[config.mk]
export PLATFORM = sky130hd
export DESIGN_NAME = mem_port_arbiter
export DESIGN_NICKNAME = d
export VERILOG_FILES = /design/src/rtl/mem_port_arbiter_pkg.sv /design/src/rtl/mem_port_arbiter.sv
export SDC_FILE = /design/constraint.sdc
export NUM_CORES = 1
export LEC_CHECK = 0
export CAP_MARGIN = 0
export CORE_UTILIZATION = 38
export DETAILED_ROUTE_END_ITERATION = 16
export PLACE_DENSITY = 0.82
export SETUP_SLACK_MARGIN = 0.1
export SLEW_MARGIN = 40
export SYNTH_ARGS = -nofsm -noshare
export SYNTH_HDL_FRONTEND = slang
export SYNTH_SLANG_ARGS = --single-unit
[constraint.sdc]
create_clock -name clk -period 2.6 [get_ports clk]
set_input_delay 0.26 -clock clk [delete_from_list [all_inputs] [get_ports clk]]
set_output_delay 0.26 -clock clk [all_outputs]
set_load 0.005 [all_outputs]
[src/rtl/mem_port_arbiter_pkg.sv]
// Shared types and widths for the main-memory port arbiter.
package mem_port_arbiter_pkg;

    localparam int MEM_AW = 16;
    localparam int MEM_DW = 16;

    typedef enum logic [1:0] {
        RD_NONE = 2'd0,
        RD_A    = 2'd1,
        RD_B    = 2'd2
    } rd_owner_t;

endpackage

[src/rtl/mem_port_arbiter.sv]
// Two-requester arbiter for the single main-memory port: fixed A priority,
// anti-starvation promotion of B, and one-cycle read-return routing.
//
// state   | meaning
// --------+------------------------------------------------------------
// RD_NONE | no read data returning this cycle
// RD_A    | mem_data this cycle belongs to port A (read granted last cycle)
// RD_B    | mem_data this cycle belongs to port B (read granted last cycle)
module mem_port_arbiter
    import mem_port_arbiter_pkg::*;
#(
    parameter int AW       = MEM_AW,
    parameter int DW       = MEM_DW,
    parameter int MAX_WAIT = 4
) (
    input  logic          clk,
    input  logic          rst,
    input  logic          halt_sys,

    input  logic          a_req,
    input  logic          a_we,
    input  logic [AW-1:0] a_addr,
    input  logic [DW-1:0] a_wdata,
    output logic          a_gnt,
    output logic          a_stall,
    output logic          a_rvalid,
    output logic [DW-1:0] a_rdata,

    input  logic          b_req,
    input  logic          b_we,
    input  logic [AW-1:0] b_addr,
    input  logic [DW-1:0] b_wdata,
    output logic          b_gnt,
    output logic          b_rvalid,
    output logic [DW-1:0] b_rdata,

    output logic          mem_write_en,
    output logic [AW-1:0] mem_address,
    output logic [DW-1:0] mem_write_data,
    input  logic [DW-1:0] mem_data
);

    localparam logic [3:0] WAIT_MAX = 4'(MAX_WAIT);

    logic [3:0]    wait_cnt_q, wait_cnt_d;
    rd_owner_t     rd_q, rd_d;
    logic [DW-1:0] a_rdata_q, a_rdata_d;
    logic [DW-1:0] b_rdata_q, b_rdata_d;

    // Reset gates the grants so nothing reaches memory while rst is low.
    always_comb begin
        a_gnt = 1'b0;
        b_gnt = 1'b0;
        if (rst && !halt_sys) begin
            if (a_req && b_req) begin
                if (wait_cnt_q == WAIT_MAX) b_gnt = 1'b1;
                else                        a_gnt = 1'b1;
            end else if (a_req) begin
                a_gnt = 1'b1;
            end else if (b_req) begin
                b_gnt = 1'b1;
            end
        end
    end

    assign a_stall = a_req & ~a_gnt;

    always_comb begin
        mem_write_en   = 1'b0;
        mem_address    = '0;
        mem_write_data = '0;
        if (a_gnt) begin
            mem_write_en   = a_we;
            mem_address    = a_addr;
            mem_write_data = a_wdata;
        end else if (b_gnt) begin
            mem_write_en   = b_we;
            mem_address    = b_addr;
            mem_write_data = b_wdata;
        end else if (rst) begin
            mem_address    = a_addr;
        end
    end

    always_comb begin
        wait_cnt_d = wait_cnt_q;
        if (!halt_sys) begin
            if (b_req && !b_gnt) begin
                if (wait_cnt_q != WAIT_MAX) wait_cnt_d = wait_cnt_q + 4'd1;
            end else begin
                wait_cnt_d = '0;
            end
        end
    end

    always_comb begin
        rd_d      = RD_NONE;
        a_rdata_d = a_rdata_q;
        b_rdata_d = b_rdata_q;
        if (a_gnt && !a_we)      rd_d = RD_A;
        else if (b_gnt && !b_we) rd_d = RD_B;
        // Keep the last delivered word so a non-owning port's rdata stays put.
        case (rd_q)
            RD_A:    a_rdata_d = mem_data;
            RD_B:    b_rdata_d = mem_data;
            default: ;
        endcase
    end

    always_ff @(posedge clk or negedge rst) begin
        if (!rst) begin
            wait_cnt_q <= '0;
            rd_q       <= RD_NONE;
            a_rdata_q  <= '0;
            b_rdata_q  <= '0;
        end else begin
            wait_cnt_q <= wait_cnt_d;
            rd_q       <= rd_d;
            a_rdata_q  <= a_rdata_d;
            b_rdata_q  <= b_rdata_d;
        end
    end

    assign a_rvalid = (rd_q == RD_A);
    assign b_rvalid = (rd_q == RD_B);
    assign a_rdata  = a_rvalid ? mem_data : a_rdata_q;
    assign b_rdata  = b_rvalid ? mem_data : b_rdata_q;

endmodule

# Yosys cells after proc, flatten, opt, wreduce, memory -nomap -nowiden
# Index checks and enable logic that the tools add are counted.
[op_classes]
addsub = 1
n_eq_ne = 5
mux = 22
n_bitwise = 3
n_reduce_logical = 10
[op_table]
columns = ["op", "n"]
rows = [
  ["16-bit two-way mux", 7],
  ["1-bit two-way mux", 11],
  ["4-bit two-way mux", 2],
  ["1-bit logical AND", 5],
  ["4-bit by 1-bit adder with 4-bit output, second input constant", 1],
  ["4-bit by 3-bit == test with 1-bit output, second input constant", 1],
  ["1-bit logical NOT", 4],
  ["2-bit two-way mux", 2],
  ["4-bit by 3-bit inequality test with 1-bit output, second input constant", 1],
  ["2-bit by 1-bit == test with 1-bit output, second input constant", 1],
  ["2-bit == test, second input constant", 1],
  ["2-bit by 1-bit inequality test with 1-bit output, second input constant", 1],
  ["1-bit inverter", 2],
  ["2-bit AND reduction", 1],
  ["1-bit bitwise AND", 1],
]
[totals]
ff_bits = 38
inputBits = 87
wordCells = 45

# Logic depth before layout (Yosys ltp)
# Gate-level depths: netlist of run 1.
[depth]
word_depth = 8
depth_mapped = 7

# Worst setup path before layout of run 1
# Ideal clock, no wire load.
[synth_path]
path_kind = "flip-flop to output port"
startpoint = "reg wait_cnt_q[0]"
endpoint = "out mem_address[10]"
t_arrival_ns = 1.516
setup_slack_ns = 0.824
path_stages_with_launch = 8
path_buffers = 2
path_cell_list = "dfrtp_1 > inv_1 > ha_1 > and3b_1 > o211a_1 > buf_6 > buf_12 > mux2i_1"
[synth_via]
elab_chain_len = 6
[synth_rtl]
columns = ["element", "line_no", "text"]
rows = [
  ["start: declaration", "mem_port_arbiter.sv:45", "logic [3:0] wait_cnt_q, wait_cnt_d;"],
  ["start signal: assignment", "mem_port_arbiter.sv:117", "wait_cnt_q <= wait_cnt_d;"],
  ["4-bit by 3-bit == test with 1-bit output (*)", "mem_port_arbiter.sv:56", "if (wait_cnt_q == WAIT_MAX) b_gnt = 1'b1;"],
  ["1-bit two-way mux", "mem_port_arbiter.sv:56", ""],
  ["1-bit two-way mux", "mem_port_arbiter.sv:55", "if (a_req && b_req) begin"],
  ["1-bit two-way mux", "mem_port_arbiter.sv:54", "if (rst && !halt_sys) begin"],
  ["16-bit two-way mux", "mem_port_arbiter.sv:76", "end else if (b_gnt) begin"],
  ["16-bit two-way mux (*)", "mem_port_arbiter.sv:72", "if (a_gnt) begin"],
  ["end: declaration", "mem_port_arbiter.sv:38", "output logic [AW-1:0] mem_address,"],
]
# Every way passes the cells marked *; elsewhere a longest branch is shown, timed or not.

# Final worst setup path of run 1
[layout_path]
startpoint = "reg wait_cnt_q[1]"
endpoint = "out mem_write_data[15]"
[layout_via]
elab_chain_len = 6
[layout_rtl]
columns = ["element", "line_no", "text"]
rows = [
  ["4-bit by 3-bit == test with 1-bit output (*)", "mem_port_arbiter.sv:56", ""],
  ["1-bit two-way mux", "mem_port_arbiter.sv:56", ""],
  ["1-bit two-way mux", "mem_port_arbiter.sv:55", ""],
  ["1-bit two-way mux", "mem_port_arbiter.sv:54", ""],
  ["16-bit two-way mux", "mem_port_arbiter.sv:76", ""],
  ["16-bit two-way mux (*)", "mem_port_arbiter.sv:72", ""],
  ["end: declaration", "mem_port_arbiter.sv:39", "output logic [DW-1:0] mem_write_data,"],
]
# Marks and branches as above.

==> flow_summary.json, run 1 <==
{
  "async_flop_share_pct": 100,
  "wl_met2_um": 3440,
  "clock_sinks": 38,
  "power.internal_mw": 1.90,
  "met3_length_um": 575,
  "ys_warn_count": 0,
  "dieArea_um2": 6190,
  "ctsRootBufferMaster": "clkbuf_8",
  "synth-edff-count": 0,
  "viasPerCell": 5.02,
  "coreArea_um2": 5570,
  "finalMaxSlewViolations": 0,
  "clkPwrFrac_pct": 22.6,
  "crit_chain": "inv_1, ha_2, and3b_2, o21ai_2, buf_4, o22ai_1, clkdlybuf4s50_1",
  "drtAntennaViolNets": 0,
  "min_from": "rst",
  "synth_flop_cell": "dfrtp_1",
  "grt_pass1_wl_um": 10300,
  "ios": 157,
  "path_max_fanout": 19,
  "yosysMostFrequentCell": "nand2_1",
  "synth_nets": 321,
  "final.setup_skew_ps": 3.69,
  "hpwlAfterDp_um": 5130,
  "grt_util_all_layers_pct": 21.0,
  "place.gp.congestion": 0.790,
  "cp-start-kind": "register",
  "ys_top_cells_by_area": "dfrtp_1 43%, mux2_2 16%, nand2_1 11%",
  "hold_depth": 3,
  "fp.dieW_um": 78.7,
  "period_needed_ps": 2450,
  "rr_endpoint": "wait_cnt_q[3]",
  "worstSetupEndpointType": "output pin",
  "ys_seq_area_share_pct": 42.6,
  "drtPass1Iterations": 5,
  "antenna_found_initial": 0,
  "clkLatencyLatePin_ps": 280,
  "ff2ff_path_depth": 5,
  "io_buffer_count": 156,
  "critPathRequiredTime_ps": 2340,
  "path_clk_slew_ps": 70,
  "grt_pass1_vias": 2318,
  "comb_power_share_pct": 44.5,
  "hold_end": "rd_q[1]",
  "grt_max_degree": 36,
  "crit_type": "register to output pin",
  "relSlewSlack_pct": 71.8,
  "synthCells": 232,
  "diodes": 0,
  "synth_common_cells": "68 x nand2_1, 38 x dfrtp_1, 32 x mux2_2",
  "synth_area_um2": 2230,
  "rsz0062_at_grt": "yes",
  "tightest_slew_ps": 423,
  "first_iter_violations": 49,
  "slowest_stage": "clkdlybuf4s50_1",
  "rrSetupSlack_ps": 1220,
  "cts_tree": "done",
  "synth_top_area_share_pct": 42.6,
  "route.detailed.drc": 0,
  "power.density_nw_per_um2": 625,
  "hold_class": "input pin to register",
  "syn2layout_area_growth_pct": 84.4,
  "globalRouteOverflowTotal": 0,
  "final_layout_size_suffix_gt1_share_pct": 16.6,
  "power_frac_seq_pct": 32.9,
  "finalSetupTns_ps": 0,
  "wl_met1_um": 2690,
  "max_stage_delay_ps": 540,
  "nFillCells": 415,
  "clockBufferDepth": 2,
  "wire_per_inst_um": 14.6,
  "start_util_pct": 40.1,
  "routed_wl_um": 6790,
  "switching_power_mw": 0.674,
  "dpl-instance-area_um2": 3850,
  "synth_cell_types": 31,
  "r2r_start": "wait_cnt_q[1]",
  "die_h_um": 78.7,
  "cp.arrival_ps": 2190,
  "fmax_mhz": 409,
  "numCtsBuffers": 5,
  "highest_layer": "met4",
  "avgSynthCellArea_um2": 9.63,
  "setup_viol": 0,
  "final_area_um2": 4120,
  "nNetsFinal": 480,
  "status": "complete, no violations",
  "synth_top_cell_by_area": "dfrtp_1",
  "finalCritPeriodShare_pct": 94.1,
  "peakVddDrop_v": 0.000456,
  "htreeDepth": 2,
  "hold_viol": 0,
  "vias": 2329,
  "leakagePower_nw": 1.84,
  "p_sw_share_pct": 26.2,
  "holdWs_ps": 463,
  "synth-seq-cells": 38,
  "drv_cap": 0,
  "rows": 27
}
==> critical path: cells and delay by family, from the launching register on <==
| kind | cells | cell delay [ps] |
|---|---|---|
| simple gates | 1 | 220 |
| compound gates | 2 | 290 |
| buf+inv | 3 | 790 |
| flops | 1 | 390 |
| fa+ha+maj | 1 | 200 |
==> cell families (layout without fill, tap and decap cells) <==
logic type / Yosys count / after routing / share of synthesized area [%]
and+or+nand+nor: 87 / 87 / 16.9
buffers and inverters: 24 / 184 / 6.11
muxes: 50 / 50 / 24.2
adders and majority gates: 2 / 2 / 1.12
DFF: 38 / 38 / 42.6
AOI/OAI and AO/OA: 31 / 31 / 9.13
==> metal layers <==
metal / GRT usage (%) / vias to the layer above
met5: 0 / -
met4: 5.19 / 0
met3: 6.05 / 10
met2: 37.8 / 109
met1: 24.1 / 1089
li1: - / 1121
==> placed cells by master, fill, tap and decap left out, drive strengths merged, types with 4 or more instances in the layout <==
cell,count
buf,14
clkbuf,6
clkdlybuf4s50,139
dfrtp,38
dlymetal6s2s,14
inv,5
mux2,32
mux2i,18
nand2,68
nor2,4
o21ai,5
o22ai,17
==> metrics by stage <==
stage	setup slack (ps)	total power [mW]	utilization, %	cells
after floorplan	824	1.31	-	232
after global placement	244	1.93	69.0	450
after detailed placement	222	1.97	69.0	450
after CTS	87.6	2.59	72.3	462
after global routing	99.1	2.73	73.9	464
final	155	2.58	73.9	464
==> power groups by stage <==
stage	clock network, mW	registers, mW	logic, mW
after floorplan	0	0.835	0.476
after global placement	0	0.853	1.08
after detailed placement	0	0.869	1.10
after CTS	0.599	0.848	1.15
after global routing	0.630	0.869	1.23
final	0.581	0.847	1.15
==> cell type report <==
class	count	area (um^2)	share of cell area (%)
tap	72	90.1	2.19
sequential	38	951	23.1
clock inverter	3	68.8	1.67
multi-input combinational	170	1170	28.5
inverter	5	18.8	0.456
clock buffer	5	68.8	1.67
timing repair buffer	171	1750	42.4
==> worst max-delay path by stage <==
stage,from,end,slack (ps),depth (start not counted)
floorplan,wait_cnt_q[0],mem_address[10],820,7
global placement,wait_cnt_q[0],mem_write_data[14],240,6
detailed placement,wait_cnt_q[0],mem_write_data[14],220,6
CTS,wait_cnt_q[1],mem_address[10],90,7
global route,wait_cnt_q[1],mem_write_data[15],100,7
finish,wait_cnt_q[1],mem_write_data[15],150,7
==> registers in the layout, indices dropped and copies added (netlist names) <==
register    flops
rd_q            2
b_rdata_q      16
a_rdata_q      16
wait_cnt_q      4
==> repair_timing <==
action	CTS	global route
setup buffers	3	1
hold buffers	1	0
resized for setup	7	18
endpoints found under the setup margin	34	15
gates cloned	0	1
hold endpoints to repair	3	0
(Power assumes the default switching activity.)
==> run 2: changes to the inputs <==
ABC_CLOCK_PERIOD_IN_PS = 2600   (was default)
==> results of run 2 <==
Same layout as run 1: the final DEF is identical, and so are final timing and power.
